File: src/rtl/vga_ctrl_pkg.sv
// rtl/vga_ctrl_pkg.sv - shared types and indices for the ISP mode controller
package vga_ctrl_pkg;

  typedef enum logic [1:0] {
    IDLE,
    START,
    LOCKOUT
  } cam_state_t;

  localparam int NUM_BTN = 4;

  localparam int BTN_CAM  = 0;
  localparam int BTN_NEXT = 1;
  localparam int BTN_PREV = 2;
  localparam int BTN_BYP  = 3;

  localparam int SW_CAM_BLOCK = 8;
  localparam int SW_MANUAL    = 15;

endpackage

File: src/rtl/btn_debounce.sv
// rtl/btn_debounce.sv - 2-FF synchronizer, stability counter and rising-press pulse
module btn_debounce #(
  parameter int DEBOUNCE_CYC = 250000
) (
  input  logic clk,
  input  logic reset,
  input  logic raw,
  output logic press
);

  localparam int CW = (DEBOUNCE_CYC > 1) ? $clog2(DEBOUNCE_CYC) : 1;
  localparam logic [CW-1:0] CNT_MAX = CW'(DEBOUNCE_CYC - 1);

  logic          sync1;
  logic          sync2;
  logic          level;
  logic          level_q;
  logic [CW-1:0] cnt;

  always_ff @(posedge clk) begin
    if (reset) begin
      sync1   <= 1'b0;
      sync2   <= 1'b0;
      level   <= 1'b0;
      level_q <= 1'b0;
      press   <= 1'b0;
      cnt     <= '0;
    end else begin
      sync1   <= raw;
      sync2   <= sync1;
      level_q <= level;
      press   <= level & ~level_q;
      // Any disagreement must persist for DEBOUNCE_CYC cycles before it is believed
      if (sync2 == level) begin
        cnt <= '0;
      end else if (cnt == CNT_MAX) begin
        level <= sync2;
        cnt   <= '0;
      end else begin
        cnt <= cnt + 1'b1;
      end
    end
  end

endmodule

File: src/rtl/isp_mode_ctrl.sv
// rtl/isp_mode_ctrl.sv - button/switch front end committing filter settings on frame boundaries
module isp_mode_ctrl
  import vga_ctrl_pkg::*;
#(
  parameter int DEBOUNCE_CYC    = 250000,
  parameter int CAM_LOCKOUT_CYC = 25000000,
  parameter int MODE_W          = 2
) (
  input  logic              clk,
  input  logic              reset,
  input  logic [3:0]        btn,
  input  logic [15:0]       sw,
  input  logic              v_sync,
  output logic [MODE_W-1:0] filter_sel,
  output logic              filter_bypass,
  output logic              cam_start,
  output logic              cam_busy,
  output logic              frame_commit
);

  localparam int LW = (CAM_LOCKOUT_CYC > 1) ? $clog2(CAM_LOCKOUT_CYC) : 1;
  localparam logic [LW-1:0] LOCK_MAX = LW'(CAM_LOCKOUT_CYC - 1);

  logic [NUM_BTN-1:0] press;
  logic [15:0]        sw_s1;
  logic [15:0]        sw_s2;
  logic               vs_s1;
  logic               vs_s2;
  logic               vs_d;
  logic               vs_fall;
  logic [MODE_W-1:0]  pending_sel;
  logic               pending_bypass;
  cam_state_t         state;
  cam_state_t         state_next;
  logic [LW-1:0]      lock_cnt;
  logic [LW-1:0]      lock_cnt_next;
  logic               unused_sw;

  for (genvar i = 0; i < NUM_BTN; i++) begin : g_btn
    btn_debounce #(
      .DEBOUNCE_CYC(DEBOUNCE_CYC)
    ) u_debounce (
      .clk  (clk),
      .reset(reset),
      .raw  (btn[i]),
      .press(press[i])
    );
  end

  assign vs_fall   = vs_d & ~vs_s2;
  assign unused_sw = ^{sw_s2[14:SW_CAM_BLOCK+1], sw_s2[SW_CAM_BLOCK-1:MODE_W]};

  always_ff @(posedge clk) begin
    if (reset) begin
      sw_s1          <= '0;
      sw_s2          <= '0;
      vs_s1          <= 1'b0;
      vs_s2          <= 1'b0;
      vs_d           <= 1'b0;
      pending_sel    <= '0;
      pending_bypass <= 1'b0;
      filter_sel     <= '0;
      filter_bypass  <= 1'b0;
      frame_commit   <= 1'b0;
    end else begin
      sw_s1 <= sw;
      sw_s2 <= sw_s1;
      vs_s1 <= v_sync;
      vs_s2 <= vs_s1;
      vs_d  <= vs_s2;

      if (sw_s2[SW_MANUAL]) begin
        pending_sel <= sw_s2[MODE_W-1:0];
      end else if (press[BTN_NEXT] && !press[BTN_PREV]) begin
        pending_sel <= pending_sel + 1'b1;
      end else if (press[BTN_PREV] && !press[BTN_NEXT]) begin
        pending_sel <= pending_sel - 1'b1;
      end

      if (press[BTN_BYP]) begin
        pending_bypass <= ~pending_bypass;
      end

      // Commit uses the pre-update pending values; same-cycle presses wait a frame
      frame_commit <= vs_fall;
      if (vs_fall) begin
        filter_sel    <= pending_sel;
        filter_bypass <= pending_bypass;
      end
    end
  end

  always_comb begin
    state_next    = state;
    lock_cnt_next = lock_cnt;
    case (state)
      IDLE: begin
        if (press[BTN_CAM] && !sw_s2[SW_CAM_BLOCK]) begin
          state_next = START;
        end
      end
      START: begin
        state_next    = LOCKOUT;
        lock_cnt_next = '0;
      end
      LOCKOUT: begin
        if (lock_cnt == LOCK_MAX) begin
          state_next = IDLE;
        end else begin
          lock_cnt_next = lock_cnt + 1'b1;
        end
      end
      default: state_next = IDLE;
    endcase
  end

  always_ff @(posedge clk) begin
    if (reset) begin
      state     <= IDLE;
      lock_cnt  <= '0;
      cam_start <= 1'b0;
      cam_busy  <= 1'b0;
    end else begin
      state     <= state_next;
      lock_cnt  <= lock_cnt_next;
      cam_start <= (state_next == START);
      cam_busy  <= (state_next != IDLE);
    end
  end

endmodule

File: config.mk
export PLATFORM = sky130hd
export DESIGN_NAME = isp_mode_ctrl
export DESIGN_NICKNAME = d
export VERILOG_FILES = /design/src/rtl/vga_ctrl_pkg.sv /design/src/rtl/btn_debounce.sv /design/src/rtl/isp_mode_ctrl.sv
export SDC_FILE = /design/constraint.sdc
export NUM_CORES = 1
export LEC_CHECK = 0
export BUFFER_PORTS_ARGS = -buffer_cell sky130_fd_sc_hd__buf_2
export CAP_MARGIN = 20
export CORE_MARGIN = 4
export CORE_UTILIZATION = 36
export DETAILED_ROUTE_END_ITERATION = 6
export GPL_ROUTABILITY_DRIVEN = 0
export SYNTH_ARGS = -nofsm -noshare
export SYNTH_HDL_FRONTEND = slang
export SYNTH_SLANG_ARGS = --single-unit
File: constraint.sdc
create_clock -name clk -period 2.45 [get_ports clk]
set_input_delay 0 -clock clk [delete_from_list [all_inputs] [get_ports clk]]
set_output_delay 0 -clock clk [all_outputs]
set_load 0.1 [all_outputs]
# After elaboration in Yosys (flattened, before gate mapping)
# Cells that the tools add are included.
dict set report totals {
  mem_bits_rw 0
  latch_bits 0
  word_cells 100
  romBits 0
  register_bits 163
  mem_count 0
  out_inout_bits 6
}
dict set report op_classes {
  n_bitwise 15
  n_addsub 7
  order_cmp 0
  shifts 0
  muxes 8
  n_mul 0
  n_div 0
  n_reduce_logical 19
  eq_ne 13
}
# op count
set op_table {}
lappend op_table {{adder 18 x 1 -> 18 bit, second input constant} 4}
lappend op_table {{== test 18 bit, second input constant} 4}
lappend op_table {{case mux 25 bit (2 select lines)} 1}
lappend op_table {{adder 25 x 1 -> 25 bit, second input constant} 1}
lappend op_table {{== test 25 bit, second input constant} 1}
lappend op_table {{two-way mux 25 bit} 1}
lappend op_table {{OR reduction 3 bit} 4}
lappend op_table {{two-way mux 2 bit} 5}
lappend op_table {{NOT 1 bit} 10}
lappend op_table {{AND reduction 2 bit} 5}
lappend op_table {{case mux 2 bit (3 select lines)} 1}
lappend op_table {{bitwise AND 1 bit} 5}
lappend op_table {{== test 1 bit} 4}
lappend op_table {{== test 2 x 1 -> 1 bit, second input constant} 2}
lappend op_table {{nonzero test 2 bit} 2}
lappend op_table {{logical AND 1 bit} 3}
lappend op_table {{zero test 1 bit} 3}
lappend op_table {{nonzero test 3 bit} 1}
lappend op_table {{adder 2 x 1 -> 2 bit, second input constant} 1}
lappend op_table {{== test 2 bit, second input constant} 1}
lappend op_table {{zero test 2 bit} 1}
lappend op_table {{!= test 2 bit, second input constant} 1}
lappend op_table {{subtractor 2 x 1 -> 2 bit, second input constant} 1}

# Depth between registers and ports, before layout
dict set report logic_depth {
  depth_word 5
  depth_mapped 9
  ltp_nobuf 6
}

# Hierarchy
# From an unflattened synthesis, not the netlist that was laid out.
dict set report hier_totals {
  hier_cells 647
  area_unflattened_um2 6010.8
}
# mod instances area_each_um2 seq_area_each_um2 cells_per_inst
set by_module_without_submodules {}
lappend by_module_without_submodules {btn_debounce 4 989.7 460.4 106}
lappend by_module_without_submodules {isp_mode_ctrl 1 2052.0 940.9 223}

# Worst setup path after synthesis
# OpenSTA, ideal clock, no wires.
dict set report synth_path {
  path_type {register to register}
  start {register g_btn[3].u_debounce.cnt[0]}
  end {register g_btn[3].u_debounce.cnt[17]}
  stages_incl_launch_ff 10
  slack_ns 0.687
  synth_period_minus_slack_ns 1.763
  arrival_ns 1.648
  required_time_ns 2.335
  path_cell_list {dfxtp_1 -> ha_1 -> and3_1 -> buf_2 -> nand2_1 -> nor4_1 -> or2_1 -> buf_4 -> buf_6 -> nor2_1}
}
dict set report synth_via {
  elab_chain_cells 2
}
# element line_no
set synth_rtl {}
lappend synth_rtl {{start, declared} btn_debounce.sv:18} ;# logic [CW-1:0] cnt;
lappend synth_rtl {{start signal, assigned} btn_debounce.sv:40} ;# cnt <= cnt + 1'b1;
lappend synth_rtl {{branches (longest 2 deep; another with adder 18 x 1 -> 18 bit)} n/a}
# Parallel ways; which one is timed is not known.
# A chain may end at the register's enable or synchronous reset.

# Worst setup path after layout
dict set report layout_path {
  start {register g_btn[1].u_debounce.cnt[10]}
  end {register g_btn[1].u_debounce.cnt[4]}
}
dict set report layout_via {
  elab_chain_cells 2
}
# element line_no
set layout_rtl {}
lappend layout_rtl {{start, declared} btn_debounce.sv:18}
lappend layout_rtl {{start signal, assigned} btn_debounce.sv:40}
lappend layout_rtl {{== test 18 bit} btn_debounce.sv:36} ;# end else if (cnt == CNT_MAX) begin
lappend layout_rtl {{OR reduction 3 bit (no source line)} n/a}
# Every way passes these cells.

==> reports/qor.txt <==
CTS H-tree depth -> 4
Antenna diodes -> 0
Setup crit end kind -> register
DRT antenna net count -> 0
Syn avg cell area -> 9.14 µm²
Worst Clk Skew -> 0.00407 ns
Num CTS Buffers -> 17
R2R setup slack -> 0.37 ns
Critical path type -> register to register
Dpl cells -> 842
Fmax -> 480 MHz
TritonCTS clock tree -> done
Core area -> 15400 µm²
RSZ-0062 raised after global routing -> no
Post_cts resized -> 0
Worst Hold Class -> primary input to register
Fillers -> 1529
Syn Nets -> 659
Drt via density -> 4.79
Die area -> 18100 µm²
Slew Viols, Final -> 0
Cell area after synthesis -> 5770 µm²
Top_reg_cell synth -> dfxtp_1
Most frequent cells in the layout -> dfxtp_1 (139), nor2_1 (105), nand3_1 (43), xor2_1 (42), nand2_1 (41)
Synth Warn # -> 0
WL per Instance -> 11.6 µm
Commonest non-fill, non-tap cell in the layout -> dfxtp_1
Largest net degree at the start of global routing -> 27
Die width -> 135 µm
Final period utilization -> 0.850
DRT Wirelength -> 10200 µm
Setup Viol. Count Final -> 0
FF/Latch Area -> 2780 µm²
Ports -> 29
Multi-input gate area -> 2800 µm²
Tightest Pin Transition -> 0.584 ns
Post-synthesis cell type count -> 50
Post-Synthesis Cells -> 631
# DRC -> 0
Relative slew slack -> 0.605
Setup Fix Bufs, Post-CTS -> 0
Total congestion overflow -> 0
#FFs+latches synth -> 139
First-pass GRT wire length -> 18100 µm
Setup TNS -> 0 ns
CP Launch Point -> g_btn[1].u_debounce.cnt[10]$_SDFF_PP0_
Initial antenna violation count -> 0
Final layout net count -> 687
Area Overhead vs Synth -> 15.8%
Worst VDD drop -> 0.000457 V
IO Port Bufs -> 16
Reg-to-reg startpoint -> g_btn[1].u_debounce.cnt[10]$_SDFF_PP0_
Post-synth ARST share -> 0
Post-route non-filler standard cell count -> 881
Worst-path clk slew -> 0.05 ns
Hold Crit Start -> reset
Row count -> 45
Initial DRC count -> 158
Total Routing Usage GR -> 0.121
Sequential share of the synthesized area -> 0.483
Detailed Routing Iterations Pass 1 -> 4
Worst Path Arrival -> 2.36 ns
Status -> finished clean
Number of global-route vias before repair -> 4091
Post-synth EDFFs -> 0
CTS Buffer Depth -> 2
Max-cap viol count -> 0
Critical Path RT -> 2.72 ns
Worst-skew pair later-pin latency -> 0.41 ns
Die H -> 135 µm
Via Count -> 4218
Crit path max fanout -> 18
Clk sinks -> 139
Initial Util -> 0.374
Dpl hpwl -> 7030 µm
Post-layout min period -> 2.08 ns
Final Hold Vio Count -> 0
P_leak -> 2.31 nW
Share of post-route cells with drive strength above 1 -> 0.0940
Crit start category -> register
CTS Root Cell -> clkbuf_16
Power Density -> 720 nW/µm²
repair_timing:
action	4_1_cts	5_1_grt
hold buffers	9	0
endpoints found under the hold margin	9	0
endpoints found under the setup margin	0	0
sequential cells by signal, summed over array words and instances (netlist names), 2 cells and up:
| signal | flops |
|---|---|
| g_btn.u_debounce.sync1 | 4 |
| state | 2 |
| g_btn.u_debounce.sync2 | 4 |
| sw_s1 | 4 |
| filter_sel | 2 |
| g_btn.u_debounce.level | 4 |
| g_btn.u_debounce.press | 4 |
| lock_cnt | 25 |
| g_btn.u_debounce.cnt | 72 |
| pending_sel | 2 |
| g_btn.u_debounce.level_q | 4 |
| sw_s2 | 4 |
routing by layer:
metal / vias up / wire [µm] / global-route usage
li1: 2196 / - / -
met1: 1943 / 5080 / 0.152
met2: 61 / 4630 / 0.192
met3: 18 / 346 / 0.0387
met4: 0 / 170 / 0.0481
met5: - / 0 / 0
worst max-delay path, stage by stage (launching register included):
cell and delay [ns]:
dfxtp_1 0.34, or4_1 0.56, nor4_2 0.36, or3_1 0.55
nor2_1 0.12
logic make-up after synthesis:
group | share of synthesized area
adders and majority gates | 0.0109
xor gates and xnor gates | 0.114
AOI/OAI and AO/OA | 0.0401
buffers and inverters | 0.0319
muxes | 0.0211
and+or+nand+nor | 0.299
DFF | 0.483
stage by stage:
stage / setup WS [ns] / instance area [µm²] / power [mW] / utilization / hold WS (ns)
final: 0.367 / 6680 / 4.81 / 0.433 / 0.0260
after global routing: 0.195 / 6680 / 4.96 / 0.433 / 0.0378
after CTS: 0.342 / 6680 / 4.86 / 0.433 / 0.0199
after detailed placement: 0.354 / 6030 / 2.41 / 0.391 / 0.212
after global placement: 0.471 / 6030 / 2.41 / 0.391 / 0.213
after floorplan: 0.687 / 5770 / 2.39 / - / 0.128
Yosys cell counts, drive strengths merged, types with 4 or more instances:
cell type  number  area share
a21oi           6      0.0052
a31oi           4      0.0043
and2           10       0.011
and3           11       0.012
and4            7       0.011
buf            13       0.017
clkbuf         11      0.0076
dfxtp         139        0.48
ha              5       0.011
inv            11      0.0072
mux2i          11       0.019
nand2          41       0.027
nand2b          8      0.0087
nand3          43       0.037
nand3b          4      0.0052
nand4          22       0.026
nor2          105       0.068
nor2b          32       0.035
nor3           10      0.0087
nor4            8      0.0098
nor4b           6      0.0091
o211ai          5      0.0065
o21ai           7      0.0061
o31ai           6      0.0095
or2             6      0.0065
or3             6      0.0065
or4             7      0.0098
xnor2          33       0.050
xor2           42       0.064
area by class of cell:
cell class                 count  share of cell area
clock buffer                  24              0.0706
clock inverter                 6              0.0133
inverter                      11             0.00618
multi-input combinational    457               0.419
sequential                   139               0.417
tap                          211              0.0395
timing repair buffer          33              0.0345
power by group:
| group | switching [mW] | leakage [nW] | total [mW] | internal [mW] |
|---|---|---|---|---|
| clock network | 0.899 | 0.267 | 2.44 | 1.54 |
| registers | 0.00804 | 1.12 | 2.29 | 2.28 |
| logic | 0.0444 | 0.917 | 0.0807 | 0.0363 |
path summary, 6_finish.rpt:
path,cells past startpoint,to
min,2,filter_bypass$_SDFFE_PP0P_
max reg2reg,4,g_btn[1].u_debounce.cnt[4]$_SDFF_PP0_
max,4,g_btn[1].u_debounce.cnt[4]$_SDFF_PP0_
min reg2reg,1,g_btn[0].u_debounce.press$_SDFF_PP0_
(Power assumes the default switching activity.)
